### src/rtl/airi5c_dmem_req_buffer_pkg.sv
// Shared size encodings and byte-lane helpers for the dmem request buffer.
package airi5c_dmem_req_buffer_pkg;

    typedef enum logic [1:0] {
        DMEM_SIZE_B = 2'd0,
        DMEM_SIZE_H = 2'd1,
        DMEM_SIZE_W = 2'd2,
        DMEM_SIZE_R = 2'd3
    } dmem_size_e;

    function automatic logic [3:0] lane_wstrb(input logic [1:0] size, input logic [1:0] a);
        case (size)
            DMEM_SIZE_B: return 4'b0001 << a;
            DMEM_SIZE_H: return 4'b0011 << {a[1], 1'b0};
            default:     return 4'b1111;
        endcase
    endfunction

    // Reserved size 3 is checked like a word.
    function automatic logic is_misaligned(input logic [1:0] size, input logic [1:0] a);
        case (size)
            DMEM_SIZE_B: return 1'b0;
            DMEM_SIZE_H: return a[0];
            default:     return a != 2'b00;
        endcase
    endfunction

endpackage

### src/rtl/airi5c_dmem_req_fifo.sv
// Generic DEPTH x W FIFO with flush; head is a combinational read, push-to-head latency 1 cycle.
// Push is ignored when full, pop ignored when empty; flush clears count and pointers.
module airi5c_dmem_req_fifo #(
    parameter int W     = 8,
    parameter int DEPTH = 2,
    localparam int CNT_W = $clog2(DEPTH + 1)
) (
    input  logic             clk,
    input  logic             nreset,
    input  logic             push,
    input  logic             pop,
    input  logic             flush,
    input  logic [W-1:0]     din,
    output logic [W-1:0]     head,
    output logic [CNT_W-1:0] count
);
    localparam int PTR_W = (DEPTH > 1) ? $clog2(DEPTH) : 1;

    logic [W-1:0]     mem [DEPTH];
    logic [PTR_W-1:0] rd_ptr, wr_ptr;
    logic             do_push, do_pop;

    assign do_push = push && (count != CNT_W'(DEPTH));
    assign do_pop  = pop && (count != '0);
    assign head    = mem[rd_ptr];

    function automatic logic [PTR_W-1:0] inc(input logic [PTR_W-1:0] p);
        return (p == PTR_W'(DEPTH - 1)) ? '0 : p + 1'b1;
    endfunction

    always_ff @(posedge clk or negedge nreset) begin
        if (!nreset) begin
            rd_ptr <= '0;
            wr_ptr <= '0;
            count  <= '0;
        end else if (flush) begin
            rd_ptr <= '0;
            wr_ptr <= '0;
            count  <= '0;
        end else begin
            if (do_push) wr_ptr <= inc(wr_ptr);
            if (do_pop)  rd_ptr <= inc(rd_ptr);
            if (do_push && !do_pop)      count <= count + 1'b1;
            else if (!do_push && do_pop) count <= count - 1'b1;
        end
    end

    always_ff @(posedge clk) begin
        if (do_push && !flush) mem[wr_ptr] <= din;
    end

endmodule

### src/rtl/airi5c_dmem_req_buffer.sv
// EX->dmem request queue: zero-latency bypass when empty, else oldest entry; ex_ready depends only on occupancy.
// Optional AIRI5C_DMEM_MISALIGN_TRAP_EN drops misaligned half/word requests and pulses misalign.
module airi5c_dmem_req_buffer
    import airi5c_dmem_req_buffer_pkg::*;
#(
    parameter int XLEN  = 32,
    parameter int DEPTH = 2,
    localparam int CNT_W = $clog2(DEPTH + 1)
) (
    input  logic             clk,
    input  logic             nreset,
    input  logic             ex_valid,
    output logic             ex_ready,
    input  logic [XLEN-1:0]  ex_addr,
    input  logic [XLEN-1:0]  ex_wdata,
    input  logic             ex_wr,
    input  logic [1:0]       ex_size,
    input  logic             flush,
    output logic             dmem_valid,
    input  logic             dmem_ready,
    output logic [XLEN-1:0]  dmem_addr,
    output logic [XLEN-1:0]  dmem_wdata,
    output logic [3:0]       dmem_wstrb,
    output logic             dmem_wr,
    output logic [CNT_W-1:0] occupancy,
    output logic             misalign
);
    localparam int REQ_W = 2 * XLEN + 3;

    logic [REQ_W-1:0] ex_req, head_req, sel_req;
    logic [XLEN-1:0]  sel_addr, sel_wdata, last_addr;
    logic [1:0]       sel_size;
    logic             sel_wr, empty, ex_acc, bypass, push;

`ifdef AIRI5C_DMEM_MISALIGN_TRAP_EN
    logic mis, misalign_q;
    assign mis    = is_misaligned(ex_size, ex_addr[1:0]);
    assign ex_acc = ex_valid && ex_ready && !mis;

    always_ff @(posedge clk or negedge nreset) begin
        if (!nreset) misalign_q <= 1'b0;
        else         misalign_q <= ex_valid && ex_ready && mis;
    end
    assign misalign = misalign_q;
`else
    assign ex_acc   = ex_valid && ex_ready;
    assign misalign = 1'b0;
`endif

    assign empty    = (occupancy == '0);
    assign ex_ready = (occupancy != CNT_W'(DEPTH));
    assign bypass   = empty && ex_acc;
    // A bypassed request only lands in the queue if the bus stalls it.
    assign push     = ex_acc && !(bypass && dmem_ready) && !flush;

    assign ex_req  = {ex_addr, ex_wdata, ex_size, ex_wr};
    assign sel_req = empty ? ex_req : head_req;

    assign sel_addr  = sel_req[REQ_W-1 -: XLEN];
    assign sel_wdata = sel_req[XLEN+2 -: XLEN];
    assign sel_size  = sel_req[2:1];
    assign sel_wr    = sel_req[0];

    airi5c_dmem_req_fifo #(.W(REQ_W), .DEPTH(DEPTH)) u_fifo (
        .clk    (clk),
        .nreset (nreset),
        .push   (push),
        .pop    (!empty && dmem_ready),
        .flush  (flush),
        .din    (ex_req),
        .head   (head_req),
        .count  (occupancy)
    );

    assign dmem_valid = !empty || bypass;
    assign dmem_addr  = dmem_valid ? sel_addr : last_addr;
    assign dmem_wr    = dmem_valid && sel_wr;
    assign dmem_wstrb = dmem_wr ? lane_wstrb(sel_size, sel_addr[1:0]) : 4'b0000;

    always_comb begin
        case (sel_size)
            DMEM_SIZE_B: dmem_wdata = {(XLEN/8){sel_wdata[7:0]}};
            DMEM_SIZE_H: dmem_wdata = {(XLEN/16){sel_wdata[15:0]}};
            default:     dmem_wdata = sel_wdata;
        endcase
    end

    always_ff @(posedge clk or negedge nreset) begin
        if (!nreset)         last_addr <= '0;
        else if (dmem_valid) last_addr <= sel_addr;
    end

endmodule

### config.mk
export PLATFORM = sky130hd
export DESIGN_NAME = airi5c_dmem_req_buffer
export DESIGN_NICKNAME = d
export VERILOG_FILES = /design/src/rtl/airi5c_dmem_req_buffer_pkg.sv /design/src/rtl/airi5c_dmem_req_fifo.sv /design/src/rtl/airi5c_dmem_req_buffer.sv
export SDC_FILE = /design/constraint.sdc
export NUM_CORES = 1
export LEC_CHECK = 0
export ABC_AREA = 1
export CAP_MARGIN = 20
export CORE_MARGIN = 2
export CORE_UTILIZATION = 30
export CTS_BUF_LIST = sky130_fd_sc_hd__clkbuf_4 sky130_fd_sc_hd__clkbuf_8 sky130_fd_sc_hd__clkbuf_16
export DETAILED_ROUTE_END_ITERATION = 10
export GPL_TIMING_DRIVEN = 0
export PLACE_DENSITY = 0.5
export REMOVE_ABC_BUFFERS = 1
export SYNTH_ARGS = -nofsm -noshare
export SYNTH_HDL_FRONTEND = slang
export SYNTH_SLANG_ARGS = --single-unit
### constraint.sdc
create_clock -name clk -period 5.2 [get_ports clk]
set_input_delay 1.56 -clock clk [delete_from_list [all_inputs] [get_ports clk]]
set_output_delay 1.56 -clock clk [all_outputs]
set_load 0.01 [all_outputs]
### Word level (Yosys, flattened, before mapping)

Memory sizes are Yosys's and may differ from the RTL's.
Cells that the tools add are included.

* shift operators: 2
* add/subtract/negate cells: 4
* eq/ne operators: 2
* mux-type cells: 16
* reductions and logical operators: 24

Operators by type and width (number)
* $mux W67: 1
* $pmux W32 S2: 1
* $mux W32: 1
* $logic_and A1 B1 Y1: 12
* $mux W1: 8
* $pmux W4 S2: 1
* $mux W2: 3
* $reduce_bool A2 Y1: 3
* $logic_not A1 Y1: 5
* $logic_not A2 Y1: 2
* $mux W4: 1
* $shl A1 B2 Y4 const A: 1
* $shl A2 B2 Y4 const A: 1
* $reduce_bool A3 Y1: 1
* $add A1 B1 Y1 const B: 2
* $add A2 B1 Y2 const B: 1
* $eq A2 B1 Y1 const B: 1
* $ne A2 B2 Y1 const B: 1
* $sub A2 B1 Y2 const B: 1
* $logic_or A1 B1 Y1: 1

* input port bits: 72
* output and inout port bits: 74
* memory bits (writable): 134
* flip-flop bits (word level): 36
* word-level logic and storage cells: 53
* memories kept: 1

Memories
* u_fifo.mem: words 2, width 67, rd ports 1, clocked after memory_dff 0, write ports 1, RTL line airi5c_dmem_req_fifo.sv:19 `logic [W-1:0] mem [DEPTH];`

### Logic depth before layout (Yosys ltp)

* depth in word-level cells: 13
* mapped depth: 10
* mapped depth without buffers: 8

### Modules after synthesis

From an unflattened synthesis, not the netlist that was laid out.

* cell total of the unflattened synthesis: 789
* area, all modules: 7513.5 um^2

By module, submodules not included
* airi5c_dmem_req_fifo: area each 5107.4 um^2, times used 1, cells each 386, sequential area each 4124.0 um^2
* airi5c_dmem_req_buffer: area each 2406.1 um^2, times used 1, cells each 403, sequential area each 800.8 um^2

### Worst setup path after synthesis

Ideal clock, no wire load.

* kind: input to register
* from: input port ex_valid
* to: memory u_fifo.mem[1][0] (netlist name), enable pin
* required time: 4706 ps
* stages on the path: 6
* setup slack: -195 ps
* arrival: 4901 ps
* buffers on the path: 0
* library setup time: 494 ps
* cell sequence: inv_1 -> nor2_1 -> nand2_1 -> a21oi_2 -> inv_1 -> nor2_1

* word-level cells in the longest chain between the ends: 10

Ends and longest elaborated chain
* start: declaration: RTL line airi5c_dmem_req_buffer.sv:12 `input logic ex_valid,`
* $logic_and A1 B1 Y1 (*): RTL line airi5c_dmem_req_buffer.sv:46 `assign ex_acc = ex_valid && ex_ready;`
* $logic_and A1 B1 Y1: RTL line airi5c_dmem_req_buffer.sv:52 `assign bypass = empty && ex_acc;`
* $logic_and A1 B1 Y1: RTL line airi5c_dmem_req_buffer.sv:54 `assign push = ex_acc && !(bypass && dmem_ready) && !flush;`
* $logic_not A1 Y1: RTL line airi5c_dmem_req_buffer.sv:54
* $logic_and A1 B1 Y1 (*) (2 in a row): RTL line airi5c_dmem_req_buffer.sv:54
* $logic_and A1 B1 Y1 (*): RTL line airi5c_dmem_req_fifo.sv:23 `assign do_push = push && (count != CNT_W'(DEPTH));`
* $logic_and A1 B1 Y1 (*): RTL line airi5c_dmem_req_fifo.sv:49 `if (do_push && !flush) mem[wr_ptr] <= din;`
* $mux W1 (*): RTL line airi5c_dmem_req_fifo.sv:49
* $mux W1 (not written as such) (*): RTL line airi5c_dmem_req_fifo.sv:49
* end: declaration: RTL line airi5c_dmem_req_fifo.sv:19

Every way passes the cells marked *; elsewhere a longest branch is shown, timed or not.

### Final worst setup path

* from: input port ex_valid
* to: output port dmem_addr[30]

* word-level cells in the longest chain between the ends: 4

Ends and longest elaborated chain
* $logic_and A1 B1 Y1: RTL line airi5c_dmem_req_buffer.sv:46
* $logic_and A1 B1 Y1: RTL line airi5c_dmem_req_buffer.sv:52
* $logic_or A1 B1 Y1: RTL line airi5c_dmem_req_buffer.sv:75 `assign dmem_valid = !empty || bypass;`
* $mux W32
* end: declaration: RTL line airi5c_dmem_req_buffer.sv:21 `output logic [XLEN-1:0] dmem_addr,`

No other way between the ends.

==> results by group <==
Global routing
  • GR Layer Usage met3: approximately 3.0%
  • Global route hottest layer: met2
  • Grt ovf: 0
  • Met1 Use GR: between 20% and 30%
  • Met2 GRT Util: between 20% and 30%
  • Vias in the first global route: about 5300
  • Antenna violations before repair: 0
  • First-pass GRT wire length: approximately 31000 um
  • Pin count of the biggest net entering global routing: 85
  • Gr usage total: 15.9%

Routing
  • Via/cell ratio: around 4.6
  • Pre-antenna DRT Iters: 4
  • Via Count: between 5000 and 6000
  • WL final: 20700 um
  • Wire length per cell: ~18 um
  • Initial drt markers: between 300 and 400
  • Drt drc: 0
  • Routed Antenna Nets: 0

Logic synthesis
  • FF+latch count, synth: 170
  • Synth cell types: 24
  • Sequential fraction of the synthesis area: between 60% and 70%
  • Synth Instances: between 600 and 700
  • Area leader, netlist: edfxtp_1
  • Number of synthesized flops with an enable pin: around 130
  • Post-synth ARST share: about a fifth
  • Yosys top cell area share: approximately 54%
  • Syn Area/Cell: 11.0 sq um
  • Mapped Area: about 0.0074 sq mm
  • Top cells by area, synth: edfxtp_1 (54%), dfrtp_1 (12%), nand2_1 (9.7%)
  • Ys Warns: 0
  • Main synth FF type: edfxtp_1

Place
  • Placed Area: between 0.009 and 0.01 sq mm
  • Port buffer count: ~140
  • Placed Instances: about 1100
  • Setup WS pre-CTS: -0.339 ns
  • Routability Congestion: approximately 0.74
  • Hpwl dp: 11500 um

STA
  • Tmin final: 5.05 ns
  • Final Hold Fails: 0
  • Fin. max-slew vios: 0
  • WHS: 0.502 ns
  • Setup TNS: 0 ns
  • Final setup skew: about 0.0060 ns
  • Worst slew margin: a little under three fifths
  • Setup-failing EPs final: 0
  • Fmax: roughly 200 MHz
  • RSZ-0062 raised after global routing: no
  • Crit share post-route: ~97%
  • Worst Setup Slack, final: ~0.15 ns
  • Slew @ Worst Pin: between 0.6 and 0.7 ns

Clock tree
  • TritonCTS clock tree: yes
  • Clock buffer depth: 2
  • Reg clk slew, reported paths: around 0.060 ns
  • CTS buffer count: 17
  • Sink Count: 170
  • Root buf cell: clkbuf_16
  • Cts hold-fix bufs: 0
  • Clk_lat worst skew: 0.42 ns
  • CTS H-tree lvls: 4

Run status
  • Status: completed

Worst setup path
  • CP peak stage delay: around 0.52 ns
  • Cell family with most CP delay: buffers and inverters
  • Worst-path cell chain: clkdlybuf4s50_1 > clkinvlp_4 > buf_4 > buf_16 > o21ai_0 > a21oi_1 > clkdlybuf4s50_1
  • CP required: around 3.6 ns
  • Crit path top cell by count: clkdlybuf4s50_1
  • Worst Setup Start Kind: primary input
  • Crit path max-delay cell type: clkdlybuf4s50_1
  • Crit path max fanout: 17
  • Setup CP Type: in2out
  • Reg2reg end: u_fifo.mem[1][65]
  • CP arrival: 3.49 ns
  • Buf/Inv on CP: 5
  • Crit end category: output pin
  • RR Startpoint: u_fifo.count[0]
  • Reg2Reg Depth: 8
  • R2r setup slk: 2.50 ns

Pwr
  • Pwr dens: a little over 600 mW/mm^2
  • Worst vdd ir: roughly 0.21 mV
  • Tot Pwr: about 6.0 mW
  • Leak: 3.72 nW

Finish
  • Nets: around 890
  • Area Overhead vs Synth: 34.3%
  • ANT cells: 0
  • Finished layout cell area: between 0.009 and 0.01 sq mm
  • Final non-filler cell total: between 1000 and 1500
  • Post-Route Utilization: 40.9%
  • Share of post-route cells with drive strength above 1: a little over an eighth

Min path
  • Hold Crit Class: reg2reg
  • Hold Crit Start: last_addr[1]
  • Hold Path Sink: last_addr[1]
  • Hold path cells: 2

Die
  • I/O pin count: 146
  • Core area: between 0.02 and 0.025 sq mm
  • Starting Density: 30.5%
  • Site Rows: 57
  • Die area: 0.0259 sq mm
  • DIE WIDTH: 161 um
  • DIE HEIGHT: about 160 um

Job
  • Max Cap Viol: 0
kinds of logic after synthesis:
| family | Yosys count | synth area share [%] |
|---|---|---|
| and+or+nand+nor | 337 | 20.2 |
| DFF | 170 | 66.6 |
| buffers and inverters | 58 | 4.47 |
| other | 1 | 0.0507 |
| AOI/OAI and AO/OA | 109 | 8.71 |
layout make-up:
| type | instances | area [sq um] |
|---|---|---|
| Fill cell | 2379 | 14300 |
| Clock inverter | 12 | 165 |
| Timing Repair Buffer | 157 | 1660 |
| Multi-Input combinational cell | 449 | 2210 |
| Tap cell | 324 | 405 |
| Clock buffer | 20 | 454 |
| Sequential cell | 170 | 4930 |
| Inverter | 18 | 103 |
cell usage after synthesis (2+ instances only):
cell,number
nand3_1,52
clkbuf_1,5
or2_2,38
dfrtp_1,36
nand2_1,192
inv_2,4
o211ai_1,38
nand2_4,3
buf_6,7
a21oi_1,34
nand2_2,8
o21ai_0,36
buf_4,9
edfxtp_1,134
nand3_2,3
inv_1,13
nor2_1,39
buf_2,17
clkbuf_2,2
how the worst max path moves through the flow:
stage,slack (ns),cells after the start,start,end
after global routing,0.003,7,ex_valid,dmem_addr[6]
final,0.15,7,ex_valid,dmem_addr[30]
after floorplan,-0.42,6,ex_valid,u_fifo.mem[1][0]
after CTS,0.02,8,ex_size[0],dmem_wdata[29]
after detailed placement,-0.34,7,ex_valid,dmem_addr[0]
after global placement,-3.66,7,ex_valid,u_fifo.mem[1][26]
report_power, final:
part | leakage (nW) | total (mW) | switching (mW) | internal, mW
logic | 1.79 | 2.89 | 1.63 | 1.26
clock network | 0.288 | 1.33 | 0.546 | 0.786
registers | 1.65 | 1.81 | 0.0892 | 1.72
sequential cells by signal (all words and copies together) (netlist names):
| name | cells |
|---|---|
| u_fifo.rd_ptr | 1 |
| u_fifo.wr_ptr | 1 |
| u_fifo.count | 2 |
| u_fifo.mem | 134 |
| last_addr | 32 |
per-layer routing:
| metal | vias to the layer above | share of wire (%) |
|---|---|---|
| met1 | 2592 | 45 |
| li1 | 2618 | - |
| met2 | 101 | 50 |
| met5 | - | 0 |
| met4 | 0 | 1.5 |
| met3 | 15 | 3.3 |
timing repair:
item                                    in CTS  in global routing
hold endpoints to repair                     0                  0
endpoints found under the setup margin      61                 20
pin swaps                                    1                  1
setup buffers                                5                  1
gates resized for setup                      9                  7
gates cloned                                 1                  1
worst reg2reg max path: cells and delay by family, from the launching register on:
family                 cells  cell delay, ns
flip-flops                 1            0.41
buffers and inverters      5            0.94
AO/OA/AOI/OAI              1            0.23
AND/OR/NAND/NOR            2            0.80
layout by cell type, fill, tap and decap left out:
cell             instances
nand2_4                  4
o211ai_1                38
dfrtp_4                  1
inv_2                    2
nand2_1                191
clkbuf_16               17
conb_1                   1
or2_1                    1
nand3_1                 52
dfrtp_1                 35
clkinv_8                 1
inv_6                    2
buf_4                    5
buf_12                   4
bufinv_16                3
nor2_1                  38
clkinvlp_4               7
inv_8                    2
clkbuf_8                 1
a21oi_1                 34
buf_16                   4
clkdlybuf4s50_1        143
o21ai_1                  1
a21oi_2                  1
edfxtp_1               134
nand2_8                  3
nand2_2                  7
buf_2                    1
inv_4                    1
clkbuf_4                 2
clkinv_4                 2
nor2_4                   1
inv_1                   10
o21ai_0                 35
nand4_1                  1
or2_2                   38
nand3_2                  3
No activity file was read; power rests on OpenSTA's default activity.
